$ cat src/rtl/turn_scheduler_if.sv
// Control/status bundle between the game controller and turn_scheduler.
// Latency: n/a (wires only); all scheduler-driven signals are registered in the scheduler.
// Backpressure: none; the scheduler samples inputs every clock.
interface turn_scheduler_if #(
  parameter int TURN_SECONDS = 15,
  parameter int MAX_STRIKES  = 3
);
  localparam int SW = $clog2(TURN_SECONDS + 1);
  localparam int KW = $clog2(MAX_STRIKES + 1);

  logic          start;
  logic          move_done;
  logic          game_over;
  logic          pause;
  logic          player;
  logic          turn_active;
  logic [SW-1:0] secs_left;
  logic          timeout_pulse;
  logic [KW-1:0] strikes0;
  logic [KW-1:0] strikes1;
  logic          done;
  logic          forfeit;
  logic          loser;

  // Controller side: drives the requests, observes the turn state.
  modport master (
    output start, move_done, game_over, pause,
    input  player, turn_active, secs_left, timeout_pulse,
           strikes0, strikes1, done, forfeit, loser
  );

  // Scheduler side.
  modport slave (
    input  start, move_done, game_over, pause,
    output player, turn_active, secs_left, timeout_pulse,
           strikes0, strikes1, done, forfeit, loser
  );
endinterface

$ cat src/rtl/turn_scheduler.sv
// Two-player turn sequencer: per-turn timer, strike counting, forfeit on strike limit.
// Latency: outputs registered; move_done in cycle N -> SWITCH in N+1 -> next player's TURN in N+2.
// Backpressure: none; start/move_done/game_over/pause are sampled every cycle, no handshake.
module turn_scheduler #(
  parameter int CYCLES_PER_SEC = 50_000_000,
  parameter int TURN_SECONDS   = 15,
  parameter int MAX_STRIKES    = 3
) (
  input logic             clk,
  input logic             rst,
  turn_scheduler_if.slave bus
);
  localparam int SW = $clog2(TURN_SECONDS + 1);
  localparam int KW = $clog2(MAX_STRIKES + 1);
  localparam int PW = (CYCLES_PER_SEC > 1) ? $clog2(CYCLES_PER_SEC) : 1;

  localparam logic [PW-1:0] PRES_LAST = PW'(CYCLES_PER_SEC - 1);
  localparam logic [SW-1:0] SECS_INIT = SW'(TURN_SECONDS);
  localparam logic [KW-1:0] STRIKE_LIM = KW'(MAX_STRIKES);

  typedef enum logic [1:0] {IDLE, TURN, SWITCH, DONE} state_t;

  state_t        state_q, state_n;
  logic          player_q, player_n;
  logic [SW-1:0] secs_q, secs_n;
  logic [PW-1:0] pres_q, pres_n;
  logic          tpulse_q, tpulse_n;
  logic [KW-1:0] s0_q, s0_n;
  logic [KW-1:0] s1_q, s1_n;
  logic          forfeit_q, forfeit_n;
  logic          loser_q, loser_n;
  logic          active_q, done_q;

  logic          sec_tick;
  logic [KW-1:0] strike_inc;

  // One-second tick from the prescaler, and the current player's incremented strike count.
  always_comb begin
    sec_tick   = !bus.pause && (pres_q == PRES_LAST);
    strike_inc = (player_q ? s1_q : s0_q) + KW'(1);
  end

  // Next-state and next-output logic; priority in TURN is game_over > move_done > expiry.
  always_comb begin
    state_n   = state_q;
    player_n  = player_q;
    secs_n    = secs_q;
    pres_n    = pres_q;
    tpulse_n  = 1'b0;
    s0_n      = s0_q;
    s1_n      = s1_q;
    forfeit_n = forfeit_q;
    loser_n   = loser_q;

    case (state_q)
      IDLE, DONE: begin
        if (bus.start) begin
          state_n   = TURN;
          player_n  = 1'b0;
          secs_n    = SECS_INIT;
          pres_n    = '0;
          s0_n      = '0;
          s1_n      = '0;
          forfeit_n = 1'b0;
          loser_n   = 1'b0;
        end
      end

      TURN: begin
        if (bus.game_over) begin
          state_n   = DONE;
          forfeit_n = 1'b0;
        end else if (bus.move_done) begin
          // A move wins over a coincident expiry: timer frozen, no strike.
          state_n = SWITCH;
          if (player_q) s1_n = '0;
          else          s0_n = '0;
        end else if (!bus.pause) begin
          if (sec_tick) begin
            pres_n = '0;
            secs_n = secs_q - SW'(1);
            if (secs_q == SW'(1)) begin
              tpulse_n = 1'b1;
              if (player_q) s1_n = strike_inc;
              else          s0_n = strike_inc;
              if (strike_inc == STRIKE_LIM) begin
                state_n   = DONE;
                forfeit_n = 1'b1;
                loser_n   = player_q;
              end else begin
                state_n = SWITCH;
              end
            end
          end else begin
            pres_n = pres_q + PW'(1);
          end
        end
      end

      SWITCH: begin
        if (bus.game_over) begin
          state_n   = DONE;
          forfeit_n = 1'b0;
        end else begin
          state_n  = TURN;
          player_n = !player_q;
          pres_n   = '0;
          secs_n   = SECS_INIT;
        end
      end

      default: state_n = IDLE;
    endcase
  end

  // State and output registers; turn_active/done are registered copies of the next state.
  always_ff @(posedge clk or posedge rst) begin
    if (rst) begin
      state_q   <= IDLE;
      player_q  <= 1'b0;
      secs_q    <= SECS_INIT;
      pres_q    <= '0;
      tpulse_q  <= 1'b0;
      s0_q      <= '0;
      s1_q      <= '0;
      forfeit_q <= 1'b0;
      loser_q   <= 1'b0;
      active_q  <= 1'b0;
      done_q    <= 1'b0;
    end else begin
      state_q   <= state_n;
      player_q  <= player_n;
      secs_q    <= secs_n;
      pres_q    <= pres_n;
      tpulse_q  <= tpulse_n;
      s0_q      <= s0_n;
      s1_q      <= s1_n;
      forfeit_q <= forfeit_n;
      loser_q   <= loser_n;
      active_q  <= (state_n == TURN);
      done_q    <= (state_n == DONE);
    end
  end

  assign bus.player        = player_q;
  assign bus.turn_active   = active_q;
  assign bus.secs_left     = secs_q;
  assign bus.timeout_pulse = tpulse_q;
  assign bus.strikes0      = s0_q;
  assign bus.strikes1      = s1_q;
  assign bus.done          = done_q;
  assign bus.forfeit       = forfeit_q;
  assign bus.loser         = loser_q;
endmodule

$ cat src/flat_wrapper.sv
// flat-port wrapper written by rule: the top's interface ports become plain ports
module turn_scheduler_flat 
#(
  parameter int CYCLES_PER_SEC = 50_000_000,
  parameter int TURN_SECONDS   = 15,
  parameter int MAX_STRIKES    = 3
)
  (clk, rst, bus_start, bus_move_done, bus_game_over, bus_pause, bus_player, bus_turn_active, bus_secs_left, bus_timeout_pulse, bus_strikes0, bus_strikes1, bus_done, bus_forfeit, bus_loser);
  turn_scheduler_if #(.TURN_SECONDS(TURN_SECONDS), .MAX_STRIKES(MAX_STRIKES)) bus_i ();
  input logic clk;
  input logic rst;
  input wire logic [$bits(bus_i.start)-1:0] bus_start;
  input wire logic [$bits(bus_i.move_done)-1:0] bus_move_done;
  input wire logic [$bits(bus_i.game_over)-1:0] bus_game_over;
  input wire logic [$bits(bus_i.pause)-1:0] bus_pause;
  output wire logic [$bits(bus_i.player)-1:0] bus_player;
  output wire logic [$bits(bus_i.turn_active)-1:0] bus_turn_active;
  output wire logic [$bits(bus_i.secs_left)-1:0] bus_secs_left;
  output wire logic [$bits(bus_i.timeout_pulse)-1:0] bus_timeout_pulse;
  output wire logic [$bits(bus_i.strikes0)-1:0] bus_strikes0;
  output wire logic [$bits(bus_i.strikes1)-1:0] bus_strikes1;
  output wire logic [$bits(bus_i.done)-1:0] bus_done;
  output wire logic [$bits(bus_i.forfeit)-1:0] bus_forfeit;
  output wire logic [$bits(bus_i.loser)-1:0] bus_loser;
  assign bus_i.start = bus_start;
  assign bus_i.move_done = bus_move_done;
  assign bus_i.game_over = bus_game_over;
  assign bus_i.pause = bus_pause;
  assign bus_player = bus_i.player;
  assign bus_turn_active = bus_i.turn_active;
  assign bus_secs_left = bus_i.secs_left;
  assign bus_timeout_pulse = bus_i.timeout_pulse;
  assign bus_strikes0 = bus_i.strikes0;
  assign bus_strikes1 = bus_i.strikes1;
  assign bus_done = bus_i.done;
  assign bus_forfeit = bus_i.forfeit;
  assign bus_loser = bus_i.loser;
  turn_scheduler #(.CYCLES_PER_SEC(CYCLES_PER_SEC), .TURN_SECONDS(TURN_SECONDS), .MAX_STRIKES(MAX_STRIKES)) u_core (.clk(clk), .rst(rst), .bus(bus_i));
endmodule
$ cat config.mk
export PLATFORM = sky130hd
export DESIGN_NAME = turn_scheduler_flat
export DESIGN_NICKNAME = d
export VERILOG_FILES = /design/src/rtl/turn_scheduler_if.sv /design/src/rtl/turn_scheduler.sv /design/src/flat_wrapper.sv
export SDC_FILE = /design/constraint.sdc
export NUM_CORES = 1
export LEC_CHECK = 0
export CAP_MARGIN = 0
export CORE_ASPECT_RATIO = 1.1
export CORE_MARGIN = 2
export CORE_UTILIZATION = 40
export CTS_BUF_LIST = sky130_fd_sc_hd__clkbuf_4 sky130_fd_sc_hd__clkbuf_8
export DETAILED_ROUTE_END_ITERATION = 8
export GPL_TIMING_DRIVEN = 0
export PLACE_DENSITY = 0.54
export SETUP_SLACK_MARGIN = 0.02
export SLEW_MARGIN = 20
export SYNTH_ARGS = -nofsm -noshare
export SYNTH_HDL_FRONTEND = slang
export SYNTH_SLANG_ARGS = --single-unit
$ cat constraint.sdc
create_clock -name clk -period 4 [get_ports clk]
set_clock_uncertainty 0.2 [all_clocks]
set_input_delay 1.2 -clock clk [delete_from_list [all_inputs] [get_ports clk]]
set_output_delay 1.2 -clock clk [all_outputs]
set_load 0.05 [all_outputs]
Word level (Yosys, flattened, before mapping). Index checks and enable logic that the tools add are counted.

Memories kept: 0. Memory bits (writable): 0. Output and inout port bits: 14. Input port bits: 6. Latch bits: 0. Word-level logic and storage cells: 120. Register bits after elaboration: 42. ROM bits: 0.

Divide/modulo/power cells: 0. Order comparisons: 0. $mul: 0. Eq/ne operators: 27. Shift operators: 0. Reduce and logical (&&, ||, !) cells: 14. Mux-type cells: 65. Add/subtract/negate cells: 3. Bitwise gates (word level): 0.

Operator list (count): 26-bit two-way mux (6); 26-bit case mux with 3 select lines (1); 2-bit two-way mux (23); 26-bit by 1-bit adder with 26-bit output, second input constant (1); 26-bit equality test, second input constant (1); 4-bit two-way mux (6); 1-bit two-way mux (22); 7-bit AND reduction (3); 3-bit by 2-bit != test with 1-bit output, second input constant (5); 2-bit != test, second input constant (7); 4-bit case mux with 3 select lines (1); 3-bit != test, second input constant (3); 2-bit equality test, second input constant (4); 2-bit by 1-bit != test with 1-bit output, second input constant (4); 2-bit case mux with 2 select lines (2); 8-bit AND reduction (1); 2-bit case mux with 3 select lines (1); 6-bit AND reduction (1); 5-bit AND reduction (1); 2-bit by 1-bit equality test with 1-bit output, second input constant (2); 4-bit by 1-bit equality test with 1-bit output, second input constant (1); 1-bit case mux with 2 select lines (2); 2-bit nonzero test (2); 4-bit by 1-bit subtractor with 4-bit output, second input constant (1); other kinds (7) (8).

Depth between registers and ports, before layout. Gate-level depths: netlist of the first run.

Depth after elaboration: 11. Depth in mapped cells: 9. Gate-level depth less buffers: 7.

Worst setup path before layout of the first run. OpenSTA, ideal clock, no wires.

Kind: input to register. Start: in bus_pause. End: reg u_core.s1_q[1], in the netlist u_core.bus.strikes1[1]. Path buffers: 0. Setup time: 0.083 ns. Arrival time: 2.604 ns. Required time: 3.717 ns. Path slack: 1.114 ns. Stages on the path: 5. Cell sequence: nor4b_1 -> nand4_1 -> or4_4 -> or4_1 -> o21ai_0.

Longest elaborated chain between the ends: 4. Elaborated cells on any way between the ends: 5. Classes of those cells: eq/ne (2); reduce/logical (3).

Ends and longest elaborated chain: from (decl) (RTL line flat_wrapper.sv:15) `input wire logic [$bits(bus_i.pause)-1:0] bus_pause;`; 1-bit logical NOT; 1-bit logical AND (RTL line turn_scheduler.sv:39) `sec_tick = !bus.pause && (pres_q == PRES_LAST);`; 3-bit by 2-bit != test with 1-bit output (no source line); 7-bit AND reduction (no source line) (*); to (signal assigned) (RTL line turn_scheduler.sv:137) `s1_q <= s1_n;`; to (decl) (RTL line turn_scheduler.sv:29) `logic [KW-1:0] s1_q, s1_n;`.

Mark *: on every way between the ends. The rest lies on a longest branch, timed or not. A chain may end at the register's enable or synchronous reset.

Worst setup path in the final report of the first run.
Start: in bus_pause. End: reg u_core.secs_q[2], in the netlist u_core.bus.secs_left[2].

Longest elaborated chain between the ends: 4. Elaborated cells on any way between the ends: 5. Classes of those cells: eq/ne (2); reduce/logical (3).

Ends and longest elaborated chain: 1-bit logical NOT; 1-bit logical AND (RTL line turn_scheduler.sv:39); 2-bit by 1-bit != test with 1-bit output (no source line); 6-bit AND reduction (no source line) (*); to (signal assigned) (RTL line turn_scheduler.sv:133) `secs_q <= secs_n;`; to (decl) (RTL line turn_scheduler.sv:25) `logic [SW-1:0] secs_q, secs_n;`.

Marks and branches as above.

==> flow_summary.json, run 1 <==
{
  "ys_warn_count": 0,
  "arrival_ns": 3.41,
  "clock_sinks": 42,
  "nNetsFinal": 317,
  "vias": 2110,
  "status": "complete, no violations",
  "min_period_ns": 3.38,
  "end_kind": "flip-flop",
  "wl_per_cell_um": 14.9,
  "p_total_mw": 1.49,
  "layout_commonest_cell": "dfrtp_1",
  "syn-cell-area_sq_um": 2460,
  "synth_top_flop_cell": "dfrtp_1",
  "synth_cells": 278,
  "critPathRequiredTime_ns": 4.02,
  "n_fill_cell": 611,
  "root_buffer": "clkbuf_8",
  "crit_path_cell_trace": "clkdlybuf4s50_1 -> nor4_1 -> nand4_1 -> o31ai_1 -> a31oi_1 -> o21ai_0",
  "die_area_sq_um": 6810,
  "yosysUniqueCellTypes": 44,
  "fp.dieW_um": 78.8,
  "worstSetupPathType": "in -> reg",
  "pin_count": 20,
  "synthTopCellsByArea": "dfrtp_1 (39%), nand4_1 (4.6%), dfstp_2 (4.3%)",
  "grt_pass1_vias": 1991,
  "yosysTopAreaCell": "dfrtp_1",
  "htreeDepth": 2,
  "path_max_fanout": 8,
  "grt_usage": 0.182,
  "place_inst": 378,
  "grt-ovfl-total": 0,
  "clkTransAtPathRegs_ns": 0.09,
  "ys_seq_elements": 42,
  "core_sq_um": 6080,
  "r2r-start": "u_core.state_q[0]",
  "hold_class": "reg -> reg",
  "final_util": 0.472,
  "worstSetupStartpointType": "input port",
  "drt_wl_total_mm": 5.74,
  "finalCritPeriodShare": 0.846,
  "maxSlewViolCount": 0,
  "routabilityCongestion": 0.760,
  "cp-endpoint": "u_core.bus.secs_left[2]",
  "async_flop_share": 1.00,
  "synth_area_per_cell_sq_um": 8.87,
  "maxCapViolCount": 0,
  "antenna_found_initial": 0,
  "cts_tree": "yes",
  "hold_viol": 0,
  "setup_slack_ns": 0.617,
  "postCtsSetupRepairBufs": 0,
  "critPathSlowestCell": "o31ai_1",
  "r2r_slack_ns": 1.36,
  "grt_setup_unrepaired": "no",
  "num_rows": 30,
  "worstRegToRegCells": 9,
  "pre_cts_slack_ns": 0.310,
  "area_delta_synth_final_pct": 16.4,
  "cts_repair_resize_count": 0,
  "holdBufCountCts": 0,
  "dieHeight_um": 86.3,
  "drive_gt1_frac": 0.0719,
  "portBuffers": 19,
  "dr.pass1.iters": 4,
  "layout_common_cells": "dfrtp_1 (38), nor2_1 (28), nand2_1 (26)",
  "power_density_nw_per_um2": 520,
  "peakVddDrop_mv": 0.202,
  "fin_tns_setup_ns": 0,
  "yosysTopAreaCellShare": 0.386,
  "numCtsBuffers": 5,
  "initial_core_util": 0.405,
  "worstMarginPinSlew_ns": 0.933,
  "drtAntennaViolNets": 0,
  "dp_hpwl_mm": 4.10,
  "synth_seq_area_share": 0.428,
  "antenna_cells": 0,
  "setup_violations": 0,
  "synth-edff-count": 0,
  "slew_headroom": 0.373,
  "fin_cells": 386,
  "cts.path.max_buffers": 2,
  "drc": 0,
  "reg2reg_to": "u_core.pres_q[14]",
  "synthesis.nets": 290,
  "grt_pass1_wl_mm": 9.74,
  "p_leak_nw": 1.16,
  "first_iter_violations": 116,
  "vias_per_cell": 5.47,
  "max_freq_ghz": 0.296,
  "startpoint": "bus_pause",
  "grt_max_degree": 26,
  "clock_latency_ns": 0.30,
  "max_stage_delay_ns": 0.83
}
[report_power, final]
| part | total (mW) | switching [mW] | internal, mW |
|---|---|---|---|
| Sequential | 0.508 | 0.0334 | 0.475 |
| Combinational | 0.687 | 0.474 | 0.213 |
| Clock | 0.298 | 0.152 | 0.146 |
[state kept, by name, indices dropped and copies added, names as in the netlist]
signal                    flops
u_core.state_q                2
u_core.pres_q                26
u_core.bus.turn_active        1
u_core.bus.loser              1
u_core.bus.strikes0           2
u_core.bus.player             1
u_core.bus.forfeit            1
u_core.bus.secs_left          4
u_core.bus.done               1
u_core.bus.strikes1           2
u_core.bus.timeout_pulse      1
[per-stage QoR]
stage	hold WS, ns	instance area [sq um]
after floorplan	0.268	2460
final	0.283	2870
after global placement	0.268	2760
after global routing	0.326	2870
after CTS	0.293	2870
after detailed placement	0.272	2780
[per-layer routing]
metal  global-route usage  wire length (um)  vias to the layer above
met5                    0                 0                        -
met4               0.0737                99                        0
met3               0.0281               171                       10
met2                0.279              2580                       43
met1                0.260              2890                      999
li1                     -                 -                     1058
[how the worst min path moves through the flow]
stage	startpoint	to	slack (ns)	cells after the start
5_1_grt	u_core.bus.forfeit	u_core.bus.forfeit	0.33	2
3_3_place_gp	u_core.bus.forfeit	u_core.bus.forfeit	0.27	2
6_report	u_core.bus.forfeit	u_core.bus.forfeit	0.28	2
4_1_cts	u_core.bus.forfeit	u_core.bus.forfeit	0.29	2
2_1_floorplan	u_core.pres_q[1]	u_core.pres_q[1]	0.27	2
3_5_place_dp	u_core.bus.forfeit	u_core.bus.forfeit	0.27	2
[synth_stat cells, types with 2 or more instances]
| cell | instances |
|---|---|
| nand3_1 | 13 |
| o211ai_1 | 2 |
| o31ai_1 | 2 |
| mux2i_1 | 3 |
| nand2b_1 | 5 |
| ha_1 | 6 |
| nand4_1 | 18 |
| nor3_1 | 5 |
| nor2b_1 | 4 |
| buf_2 | 3 |
| or4_1 | 7 |
| buf_4 | 2 |
| and4_1 | 5 |
| and3_1 | 5 |
| nor2_1 | 28 |
| o21ai_0 | 15 |
| o22ai_1 | 2 |
| xnor2_1 | 10 |
| and2_1 | 5 |
| dfstp_2 | 4 |
| nor4_1 | 11 |
| dfrtp_1 | 38 |
| nand2_1 | 26 |
| a221o_1 | 2 |
| a21oi_1 | 8 |
| nor4b_1 | 2 |
| clkbuf_1 | 8 |
| a31oi_1 | 2 |
| inv_1 | 14 |
| xor2_1 | 9 |
[cell type report]
cell class,instances,area (sq um),share of cell area
Clock inverter,1,5.00,0.00174
Timing Repair Buffer,20,210,0.0732
Sequential cell,42,1060,0.368
Inverter,14,52.6,0.0183
Clock buffer,7,90.1,0.0314
Buffer,14,63.8,0.0222
Tap cell,80,100,0.0349
Multi-Input combinational cell,208,1290,0.450
[critical path: cells and delay by family]
family | cells | cell delay [ns]
compound gates | 3 | 1.21
simple gates | 2 | 0.49
buf+inv | 1 | 0.51
[cell families (layout without fill, tap and decap cells)]
group,Yosys count,in the layout,synth area share
flops,42,42,0.428
buf+inv,28,56,0.0472
fa+ha+maj,6,6,0.0305
mux,3,3,0.0122
simple gates,140,140,0.314
compound gates,40,40,0.100
xor+xnor,19,19,0.0675
(Power assumes the default switching activity.)
==> run 2, diff against run 1 <==
- clock period: 4 -> 3.4 ns (I/O delays scaled with it)
==> run 2 against run 1 <==
Against the previous run:
- wire length down 0.31%
- critical path depth up 2
- sequential share of layout area down 0.14 points
- clock power up 18%
- largest cell class unchanged
- global-route usage unchanged
- cell count unchanged
- flip-flop and latch count unchanged
- count of clock-buffer cells in the layout unchanged
- final area up 0.39%
- worst setup slack worse by 0.34 ns
==> flow_summary.json, run 2 (synthesis gave the netlist of run 1 again) <==
{
  "status": "complete, no violations",
  "multi_input_area_sq_um": 1300,
  "worstRegToRegCells": 9,
  "met3_usage": 0.0281,
  "critPathRequiredTime_ns": 3.37,
  "r2r_slack_ns": 0.77,
  "num_rows": 30,
  "cts.path.max_buffers": 2,
  "peakVddDrop_mv": 0.237,
  "vias": 2086,
  "met1_usage": 0.260,
  "root_buffer": "clkbuf_8",
  "startpoint": "bus_pause",
  "grt-ovfl-total": 0,
  "path_max_fanout": 10,
  "pin_count": 20,
  "min_period_ns": 3.12,
  "dr.pass1.iters": 4,
  "numCtsBuffers": 5,
  "grt_pass1_wl_mm": 9.74,
  "p_leak_nw": 1.16,
  "grt_setup_unrepaired": "no",
  "antenna_cells": 0,
  "layout_commonest_cell": "dfrtp_1",
  "place_inst": 378,
  "grt_usage": 0.182,
  "drt_wl_total_mm": 5.72,
  "maxCapViolCount": 0,
  "finalCritPeriodShare": 0.917,
  "htreeDepth": 2,
  "antenna_found_initial": 0,
  "die_area_sq_um": 6810,
  "cts_tree": "yes",
  "fp.dieW_um": 78.8,
  "clock_latency_ns": 0.30,
  "arrival_ns": 3.09,
  "reg2reg_to": "u_core.pres_q[14]",
  "holdBufCountCts": 0,
  "hold_class": "reg -> reg",
  "core_sq_um": 6080,
  "slew_headroom": 0.583,
  "seq_area_sq_um": 1060,
  "dp_hpwl_mm": 4.10,
  "dieHeight_um": 86.3,
  "fin_cells": 386,
  "initial_core_util": 0.405,
  "grt_pass1_vias": 1991,
  "first_iter_violations": 107,
  "hold_viol": 0,
  "vias_per_cell": 5.40,
  "grt_max_degree": 26,
  "drive_gt1_frac": 0.0784,
  "grtUsageMet2": 0.279,
  "power_density_nw_per_um2": 610,
  "maxSlewViolCount": 0,
  "end_kind": "flip-flop",
  "n_fill_cell": 610,
  "area_delta_synth_final_pct": 16.9,
  "drtAntennaViolNets": 0,
  "layout_common_cells": "dfrtp_1 (38), nor2_1 (28), nand2_1 (26)",
  "setup_violations": 0,
  "nNetsFinal": 317,
  "worstMarginPinSlew_ns": 0.620,
  "top_register": "u_core.pres_q",
  "r2r-start": "u_core.state_q[0]",
  "fin_tns_setup_ns": 0,
  "wl_per_cell_um": 14.8,
  "routabilityCongestion": 0.760,
  "cp-endpoint": "u_core.pres_q[14]",
  "clock_sinks": 42,
  "portBuffers": 19,
  "worstSetupPathType": "in -> reg",
  "worstSetupStartpointType": "input port",
  "largest_reg_flops": 26,
  "top_usage_layer": "met2",
  "drc": 0,
  "max_freq_ghz": 0.321,
  "clkTransAtPathRegs_ns": 0.09
}
==> run 2: cell count changes in the layout (fill, tap and decap cells not counted) <==
cell     before  now
nor4_1       11   10
nor4_2        1    2
o31ai_1       2    1
o31ai_2       0    1
==> run 2: how the worst min path moves through the flow <==
stage	from	to	slack (ns)	depth (start not counted)
floorplan	u_core.pres_q[1]	u_core.pres_q[1]	0.27	2
global placement	u_core.bus.forfeit	u_core.bus.forfeit	0.27	2
detailed placement	u_core.bus.forfeit	u_core.bus.forfeit	0.27	2
CTS	u_core.bus.forfeit	u_core.bus.forfeit	0.29	2
global route	u_core.bus.forfeit	u_core.bus.forfeit	0.33	2
finish	u_core.bus.forfeit	u_core.bus.forfeit	0.28	2
==> run 2: layer usage <==
metal	routed length, um	up-vias
met4	101	0
li1	-	1054
met3	163	10
met5	0	-
met2	2580	30
met1	2870	992
==> run 2: through the flow <==
| step | worst slack [ns] | hold WS [ns] | util | power [mW] | cell area, sq um |
|---|---|---|---|---|---|
| finish | 0.281 | 0.283 | 0.474 | 1.76 | 2880 |
| global route | 0.0545 | 0.326 | 0.474 | 1.91 | 2880 |
| CTS | 0.204 | 0.293 | 0.472 | 1.78 | 2870 |
| detailed placement | -0.110 | 0.272 | 0.456 | 1.42 | 2780 |
| global placement | -0.144 | 0.268 | 0.453 | 1.41 | 2760 |
| floorplan | 0.694 | 0.268 | - | 1.19 | 2460 |
==> run 2: worst max-delay path, cell delays in order <==
cell,delay (ns)
clkdlybuf4s50_1,0.51
nor4_2,0.23
nand4_1,0.20
o31a_1,0.33
clkbuf_1,0.20
nor2_1,0.23
buf_2,0.28
nor2_1,0.08
==> run 2: final cells by class <==
| class | count | share of cell area |
|---|---|---|
| multi-input combinational | 208 | 0.452 |
| sequential | 42 | 0.366 |
| timing repair buffer | 20 | 0.0729 |
| tap | 80 | 0.0347 |
| clock buffer | 7 | 0.0313 |
| buffer | 14 | 0.0221 |
| inverter | 14 | 0.0182 |
| clock inverter | 1 | 0.00174 |
==> run 2: power breakdown <==
part	internal [mW]	total [mW]	switching, mW	leakage (nW)
sequential	0.559	0.598	0.0388	0.564
combinational	0.253	0.811	0.558	0.546
clock	0.172	0.351	0.178	0.0517
total	0.984	1.76	0.775	1.16
==> run 2: timing repair <==
| action | 4_1_cts | 5_1_grt |
|---|---|---|
| buffers inserted | 0 | 0 |
| resized for setup | 0 | 2 |
| endpoints found under the setup margin | 0 | 1 |
==> run 3, diff against run 2 <==
- CORE_MARGIN: 2 -> default
- SKIP_LAST_GASP: default -> 1
==> run 3 against run 2 <==
Against the previous run:
- core utilization up 2.1 points
- power is 1.6% higher
- flip-flop and latch count stayed put
- largest power group unchanged
- first-iteration DRC count is 11% higher
==> flow_summary.json, run 3 (synthesis gave the netlist of run 1 again) <==
{
  "worstSetupStartpointType": "input port",
  "max_freq_ghz": 0.314,
  "cts_tree": "yes",
  "postCtsSetupRepairBufs": 0,
  "top_register": "u_core.pres_q",
  "root_buffer": "clkbuf_8",
  "setup_violations": 0,
  "finalCritPeriodShare": 0.935,
  "max_stage_delay_ns": 0.51,
  "crit_path_cell_trace": "clkdlybuf4s50_1 -> nor4_2 -> nand4_1 -> o31a_1 -> clkbuf_1 -> nor2_1 -> buf_2 -> a31oi_1",
  "routed.top_layer": "met4",
  "pre_cts_slack_ns": -0.181,
  "initial_core_util": 0.422,
  "area_delta_synth_final_pct": 17.4,
  "maxCapViolCount": 0,
  "drc": 0,
  "dp_hpwl_mm": 4.13,
  "grt_usage": 0.189,
  "slew_headroom": 0.577,
  "cts_repair_resize_count": 0,
  "worstSetupPathType": "in -> reg",
  "antenna_cells": 0,
  "grt_pass1_vias": 1984,
  "dr.pass1.iters": 4,
  "hold_class": "reg -> reg",
  "wl_per_cell_um": 14.9,
  "maxSlewViolCount": 0,
  "drtAntennaViolNets": 0,
  "setup_slack_ns": 0.219,
  "wl_met1_mm": 2.67,
  "arrival_ns": 3.18,
  "htreeDepth": 2,
  "critPathSlowestCell": "clkdlybuf4s50_1",
  "holdBufCountCts": 0,
  "first_iter_violations": 119,
  "power_density_nw_per_um2": 618,
  "grt-ovfl-total": 0,
  "grt_pass1_wl_mm": 9.68,
  "routabilityCongestion": 0.797,
  "critPathTopFamily": "buffers and inverters",
  "nNetsFinal": 317,
  "drive_gt1_frac": 0.0784,
  "num_rows": 29,
  "path_max_fanout": 10,
  "layout_common_cells": "dfrtp_1 (38), nor2_1 (28), nand2_1 (26)",
  "die_area_sq_um": 6480,
  "grt_setup_unrepaired": "no",
  "fin_cells": 383,
  "core_sq_um": 5840,
  "wl_met2_mm": 2.75,
  "min_delay_path_depth": 2,
  "critPathRequiredTime_ns": 3.40,
  "drt_wl_total_mm": 5.70,
  "n_fill_cell": 580,
  "min_period_ns": 3.18,
  "clock_sinks": 42,
  "min_from": "u_core.bus.forfeit",
  "cts.path.max_buffers": 2,
  "peakVddDrop_mv": 0.313,
  "vias": 2106,
  "end_kind": "flip-flop",
  "layout_commonest_cell": "dfrtp_1",
  "fp.dieW_um": 76.8,
  "clkTransAtPathRegs_ns": 0.08,
  "met3WireLength_um": 169,
  "r2r-start": "u_core.state_q[0]",
  "seq_area_sq_um": 1060,
  "largest_reg_flops": 26,
  "place_inst": 375,
  "multi_input_area_sq_um": 1300,
  "p_leak_nw": 1.17,
  "pin_count": 20,
  "dieHeight_um": 84.3,
  "hold_viol": 0,
  "worstRegToRegCells": 9,
  "portBuffers": 19,
  "worstMarginPinSlew_ns": 0.629,
  "grt_max_degree": 27,
  "status": "complete, no violations",
  "clock_latency_ns": 0.30,
  "path_buf_inv": 3,
  "numCtsBuffers": 5,
  "antenna_found_initial": 0,
  "p_total_mw": 1.79,
  "startpoint": "bus_pause",
  "hold_slack_ns": 0.283,
  "r2r_slack_ns": 0.72,
  "vias_per_cell": 5.50,
  "worst_hold_path.endpoint": "u_core.bus.forfeit",
  "reg2reg_to": "u_core.bus.secs_left[1]"
}
run 3: area by class of cell:
class                           count  area share
Buffer                             14      0.0221
Sequential cell                    42       0.365
Tap cell                           77      0.0333
Timing Repair Buffer               20      0.0727
Multi-Input combinational cell    208       0.451
Clock buffer                        8      0.0381
Inverter                           14      0.0182
run 3: stage by stage:
step | util | cell area [sq um] | setup TNS (ns)
after CTS | 0.493 | 2880 | 0
after floorplan | - | 2460 | 0
after detailed placement | 0.474 | 2770 | -3.38
after global placement | 0.471 | 2750 | -3.32
after global routing | 0.495 | 2890 | 0
final | 0.495 | 2890 | 0
run 3: worst max path at each step:
stage	endpoint	slack, ns	depth (start not counted)
after floorplan	u_core.bus.strikes1[1]	0.69	5
final	u_core.bus.secs_left[1]	0.22	8
after CTS	u_core.bus.secs_left[1]	0.13	8
after global routing	u_core.bus.secs_left[1]	0.03	8
after global placement	u_core.bus.secs_left[1]	-0.17	8
after detailed placement	u_core.bus.secs_left[1]	-0.18	8
run 3: report_power, final:
part / switching [mW] / internal, mW / total (mW)
Sequential: 0.0398 / 0.559 / 0.599
Clock: 0.174 / 0.205 / 0.379
Combinational: 0.557 / 0.253 / 0.810
run 3: layer usage:
layer / up-vias / track usage
li1: 1055 / -
met1: 1009 / 0.246
met2: 34 / 0.317
met3: 8 / 0.0391
met4: 0 / 0.0577
met5: - / 0
run 3: worst min-delay path, cell delays in order (launching register included):
cell and delay, ns:
dfrtp_1 0.35, nand2_1 0.04, o21ai_0 0.06
